### src/rtl/shift_seq_pkg.sv
// Shared definitions for the shift sequencer: shifter op codes, FSM state
// encoding and small op-classification helpers.
package shift_seq_pkg;

    // Shifter op codes, shared by the shifter and the sequencer decoder.
    localparam logic [2:0] OP_ASR  = 3'b001;  // arithmetic right
    localparam logic [2:0] OP_LSR  = 3'b010;  // logical right, fill enters at MSB
    localparam logic [2:0] OP_LSL  = 3'b011;  // logical left, fill enters at LSB
    localparam logic [2:0] OP_ROR  = 3'b100;  // rotate right
    localparam logic [2:0] OP_ROL  = 3'b101;  // rotate left
    localparam logic [2:0] OP_SWAP = 3'b110;  // swap the two low nibbles

    // Sequencer FSM states.
    typedef enum logic [1:0] {
        ST_IDLE = 2'd0,
        ST_RUN  = 2'd1,
        ST_FIN  = 2'd2
    } state_t;

    // True for codes that actually transform the operand.
    function automatic logic op_is_active(input logic [2:0] op);
        return (op >= OP_ASR) && (op <= OP_SWAP);
    endfunction

    // True for codes that eject the MSB each step.
    function automatic logic op_is_left(input logic [2:0] op);
        return (op == OP_LSL) || (op == OP_ROL);
    endfunction

endpackage

### src/rtl/shift_seq_shifter.sv
// Single-step combinational shifter. Holds no state; the sequencer feeds
// its own result register back through it once per RUN cycle.
module shift_seq_shifter
    import shift_seq_pkg::*;
#(
    parameter int BW = 16
) (
    input  logic [BW-1:0] din,
    input  logic [2:0]    sel,
    input  logic          inr,
    input  logic          inl,
    output logic [BW-1:0] dout
);

    // One-position shift/rotate or nibble swap; unknown codes pass through.
    always_comb begin
        dout = din;
        case (sel)
            OP_ASR:  dout = {din[BW-1], din[BW-1:1]};
            OP_LSR:  dout = {inr, din[BW-1:1]};
            OP_LSL:  dout = {din[BW-2:0], inl};
            OP_ROR:  dout = {din[0], din[BW-1:1]};
            OP_ROL:  dout = {din[BW-2:0], din[BW-1]};
            OP_SWAP: dout = {din[BW-1:8], din[3:0], din[7:4]};
            default: dout = din;
        endcase
    end

endmodule

### src/rtl/shift_seq.sv
// Multi-bit shift sequencer: iterates a one-step shifter amt times.
// start is accepted only in IDLE or FIN (FIN acceptance gives back-to-back
// operation with no idle cycle); start during RUN is ignored. busy and done
// are plain decodes of the registered state.
module shift_seq
    import shift_seq_pkg::*;
#(
    parameter int BW = 16,
    parameter int AW = 4
) (
    input  logic          clk,
    input  logic          rst,
    input  logic          start,
    input  logic [2:0]    op,
    input  logic [AW-1:0] amt,
    input  logic [BW-1:0] din,
    input  logic          fill,
    output logic          busy,
    output logic          done,
    output logic [BW-1:0] dout,
    output logic          cout
);

    state_t        state;
    state_t        state_nxt;
    logic [2:0]    op_q;
    logic          fill_q;
    logic [AW-1:0] cnt;
    logic [AW-1:0] cnt_load;
    logic [BW-1:0] shifted;
    logic          eject;
    logic          accept;
    logic          direct_fin;

    shift_seq_shifter #(.BW(BW)) u_shifter (
        .din  (dout),
        .sel  (op_q),
        .inr  (fill_q),
        .inl  (fill_q),
        .dout (shifted)
    );

    // Accept decode: a swap is a single step whatever amt says, while a zero
    // count or a pass-through code completes immediately.
    always_comb begin
        accept     = start && ((state == ST_IDLE) || (state == ST_FIN));
        cnt_load   = (op == OP_SWAP) ? AW'(1) : amt;
        direct_fin = (amt == '0) || !op_is_active(op);
    end

    // Bit leaving the register on this step.
    always_comb begin
        eject = dout[0];
        if (op_is_left(op_q)) begin
            eject = dout[BW-1];
        end else if (op_q == OP_SWAP) begin
            eject = 1'b0;
        end
    end

    // Next-state logic.
    always_comb begin
        state_nxt = state;
        case (state)
            ST_IDLE: begin
                if (accept) state_nxt = direct_fin ? ST_FIN : ST_RUN;
            end
            ST_RUN: begin
                if (cnt == AW'(1)) state_nxt = ST_FIN;
            end
            ST_FIN: begin
                if (accept) state_nxt = direct_fin ? ST_FIN : ST_RUN;
                else        state_nxt = ST_IDLE;
            end
            default: state_nxt = ST_IDLE;
        endcase
    end

    // State register.
    always_ff @(posedge clk or posedge rst) begin
        if (rst) state <= ST_IDLE;
        else     state <= state_nxt;
    end

    // Datapath: load on accept, step once per RUN cycle, otherwise hold.
    always_ff @(posedge clk or posedge rst) begin
        if (rst) begin
            dout   <= '0;
            cout   <= 1'b0;
            cnt    <= '0;
            op_q   <= '0;
            fill_q <= 1'b0;
        end else if (accept) begin
            dout   <= din;
            cout   <= 1'b0;
            cnt    <= cnt_load;
            op_q   <= op;
            fill_q <= fill;
        end else if (state == ST_RUN) begin
            dout <= shifted;
            cout <= eject;
            cnt  <= cnt - AW'(1);
        end
    end

    assign busy = (state == ST_RUN);
    assign done = (state == ST_FIN);

endmodule

### config.mk
export PLATFORM = sky130hd
export DESIGN_NAME = shift_seq
export DESIGN_NICKNAME = d
export VERILOG_FILES = /design/src/rtl/shift_seq_pkg.sv /design/src/rtl/shift_seq_shifter.sv /design/src/rtl/shift_seq.sv
export SDC_FILE = /design/constraint.sdc
export NUM_CORES = 1
export LEC_CHECK = 0
export CAP_MARGIN = 20
export CORE_MARGIN = 3
export CORE_UTILIZATION = 45
export DETAILED_ROUTE_END_ITERATION = 10
export PLACE_DENSITY = 0.74
export SETUP_SLACK_MARGIN = 0.1
export SYNTH_ARGS = -nofsm -noshare
export SYNTH_HDL_FRONTEND = slang
export SYNTH_SLANG_ARGS = --single-unit
### constraint.sdc
create_clock -name clk -period 2 [get_ports clk]
set_clock_uncertainty 0.2 [all_clocks]
set_input_delay 0.6 -clock clk [delete_from_list [all_inputs] [get_ports clk]]
set_output_delay 0.6 -clock clk [all_outputs]
set_load 0.005 [all_outputs]
==> out/qor.log <==
[global_route] global-route wire length before repair 9646 um
[clock_network] TritonCTS clock tree yes
[placement] GPL Wtd Cong 0.9326
[synth] part of the Yosys area used for sequential elements 36.39%
[setup_path] Critical Path Source Type flip-flop
[global_route] overflow left after global routing 0
[setup_path] element type at the critical path end flip-flop
[synth] Avg Synthesized Cell Area 8.677 um^2
[synth] area share of the leading cell type in the synthesized netlist 36.39%
[global_route] total track usage 24.15%
[setup_path] worst-case register-to-register setup slack 0.12 ns
[setup_path] cells on worst reg2reg path 6
[global_route] number of global-route vias before repair 2060
[setup_path] crit path kind reg -> reg
[detailed_routing] wire length per cell after detailed routing 16.60 um
[clock_network] clock latency on the worst-skew pair 0.28 ns
[layout] filler-free cell count of the finished design 359
[synth] most used standard cells in the synthesized netlist sky130_fd_sc_hd__dfrtp_1, sky130_fd_sc_hd__a21oi_1, sky130_fd_sc_hd__nand2_1
[synth] unique cell type count in the Yosys netlist 52
[global_route] initial antenna violation count 0
[detailed_routing] DR pass1 iterations 5
[clock_network] CTS max path bufs 2
[layout] final net count 341
[synth] most frequent cell after synthesis sky130_fd_sc_hd__dfrtp_1
[layout] layout overhead on the synthesized area 50.74%
[setup_path] Data required, critical path 2.00 ns
[detailed_routing] remaining routing DRC violations 0
[layout] number of diodes 0
[sta] crit share post-route 93.80%
[die] Std-Cell Rows 22
[setup_path] worst setup path startpoint op_q[1]$_DFFE_PP0P_
[detailed_routing] number of antenna-violating nets in the routed design 0
[detailed_routing] 1st-iter DRT viols 168
[setup_path] largest driver fanout on the critical path 9
[setup_path] crit-path max cell delay 0.48 ns
[setup_path] launch point of the worst reg-to-reg path op_q[1]$_DFFE_PP0P_
[global_route] pin count of the biggest net entering global routing 28
[setup_path] capture point of the worst path dout[10]$_DFFE_PP0P_
[die] count of pins on the block boundary 46
[detailed_routing] Post-Route WL 5958 um
[synth] number of enable-type register cells in the synthesized netlist 0
[clock_network] count of clock tree sinks 27
[placement] dpl hpwl 4059 um
[clock_network] post-CTS clock slew at the launch and capture registers of the worst setup and hold paths 0.10 ns
[clock_network] clock root cell sky130_fd_sc_hd__clkbuf_8
[synth] asr flop ratio synth 100.0%
[setup_path] cell chain of the critical path buf_4, xnor2_2, nor2_2, buf_4, o311a_1, o22ai_1
[sta] shortest clock period the worst path allows after layout 1.876 ns
[synth] biggest area consumer among synthesized cells sky130_fd_sc_hd__dfrtp_1
[die] width of the die 70.24 um
[sta] number of endpoints with negative hold slack in the final report 0
[sta] max-slew violation count 0
[layout] number of filler instances in the final layout 295
[clock_network] number of buffers created by CTS 3
[sta] setup violators final 0
[synth] Post-synth top flop sky130_fd_sc_hd__dfrtp_1
[synth] nets in the synthesized netlist 243
[min_path] Hold/Removal Path Class reg -> reg
[outcome] result of the run finished clean
[die] Die Y 70.24 um
[setup_path] capture instance of the worst register-to-register path dout[10]$_DFFE_PP0P_
[sta] RSZ-0062 raised after global routing yes
[clock_network] CTS HTree Levels 1
[die] Die Area 4933 um^2
[setup_path] most used cell along the critical path sky130_fd_sc_hd__buf_4
[die] initial core utilization 48.53%
[layout] post-layout util 73.15%
[layout] footprint of the multi-input gates 1056 um^2
[detailed_routing] post-detailed-route via-to-cell ratio 5.914
[layout] share of post-route cells with drive strength above 1 27.33%
[sta] Max transition margin 73.39%
[placement] number of placed instances with taps included 329
[sta] highest achievable clock rate 533.1 MHz
[sta] pin slew with the least headroom to its limit 0.3992 ns
[synth] YS warnings 0
[pwr] PD cells 1637 nW/um^2
[setup_path] critical path arrival 1.87 ns
[synth] FF+latch count, synth 27
[setup_path] slowest stage cell, crit path sky130_fd_sc_hd__dfrtp_2
[synth] Post-Syn Instances 214
[min_path] Hold Startpoint fill_q$_DFFE_PP0P_
[die] area of the core 3826 um^2
[synth] Syn Std Cell Area 1857 um^2
[run] maxcap violations 0
[layout] Seq. cell area 681.9 um^2
[detailed_routing] total vias in the final route 2123
[clock_network] # hold bufs at CTS 0
[pwr] leakage power 1.282 nW
[pwr] worst ir drop on vdd 938.5 uV
[placement] count of input and output buffers 45
[synth] largest cells by area after synthesis sky130_fd_sc_hd__dfrtp_1, sky130_fd_sc_hd__a21oi_1, sky130_fd_sc_hd__nand2_1
## cell type report
cell class / instances / share of cell area [%]
inverters: 10 / 1.386
flip-flops and latches: 27 / 24.36
well taps: 48 / 2.146
repair buffers: 109 / 32.77
multi-input cells: 161 / 37.73
clock buffers: 4 / 1.609
## through the flow
step	power (mW)	worst slack (ns)	setup TNS [ns]	area (um^2)	hold slack (ns)
after global routing	4.897	0.03885	0	2799	0.3327
after global placement	3.823	-0.3278	-4.722	2547	0.2858
final	4.582	0.1241	0	2799	0.3146
after floorplan	2.704	0.2960	0	1857	0.2458
after CTS	4.346	0.08406	0	2720	0.3130
after detailed placement	3.865	-0.3602	-5.053	2547	0.2947
## how the worst min path moves through the flow
stage,depth (start not counted),slack [ns],to
detailed placement,2,0.29,fill_q$_DFFE_PP0P_
floorplan,2,0.25,fill_q$_DFFE_PP0P_
CTS,2,0.31,cout$_DFFE_PP0N_
global placement,2,0.29,fill_q$_DFFE_PP0P_
global route,2,0.33,cout$_DFFE_PP0N_
finish,2,0.31,fill_q$_DFFE_PP0P_
## critical path, delay by kind of cell, from the launching register on
| kind | cells | cell delay [ns] |
|---|---|---|
| compound gates | 2 | 0.47 |
| simple gates | 1 | 0.06 |
| buf+inv | 2 | 0.33 |
| flops | 1 | 0.48 |
| xor+xnor | 1 | 0.25 |
## state kept, by name, indices dropped and copies added, names as in the netlist
register / count
cnt: 4
cout: 1
state: 2
op_q: 3
dout: 16
fill_q: 1
## power by group
part           leakage [nW]  switching, mW  internal, mW  total [mW]
Combinational         0.946           1.58          1.63        3.21
Sequential            0.313          0.216         0.828        1.04
Clock                0.0228          0.180         0.143       0.323
## layer usage
layer	track usage, %	vias up	routed length [um]
met2	39.29	116	2879
met1	32.01	998	2451
met4	9.149	0	189
met3	3.885	28	437
li1	-	981	-
met5	0	-	0
## cells by family after synthesis
group | count (synthesis) | synth area share, %
adders and majority gates | 2 | 1.347
DFF | 27 | 36.39
and+or+nand+nor | 74 | 20.22
muxes | 4 | 2.156
AOI/OAI and AO/OA | 77 | 28.84
xor gates and xnor gates | 4 | 2.696
buffers and inverters | 26 | 8.355
## cells in the final DEF (no fill, tap or decap), types with 5 or more instances in the layout
master,instances
sky130_fd_sc_hd__a21oi_1,23
sky130_fd_sc_hd__buf_4,61
sky130_fd_sc_hd__clkdlybuf4s50_1,25
sky130_fd_sc_hd__dfrtp_1,22
sky130_fd_sc_hd__dfrtp_2,5
sky130_fd_sc_hd__dlygate4sd2_1,18
sky130_fd_sc_hd__inv_1,9
sky130_fd_sc_hd__nand2_1,23
sky130_fd_sc_hd__nand3_1,5
sky130_fd_sc_hd__nor2_1,15
sky130_fd_sc_hd__o21ai_0,12
sky130_fd_sc_hd__o22ai_1,6
## repair_timing
action                     in CTS  in global routing
resized for setup              31                  5
setup endpoints to repair      37                 16
pin swaps                       2                  1
buffers inserted               18                  8
Power figures use the tool's default switching activity.
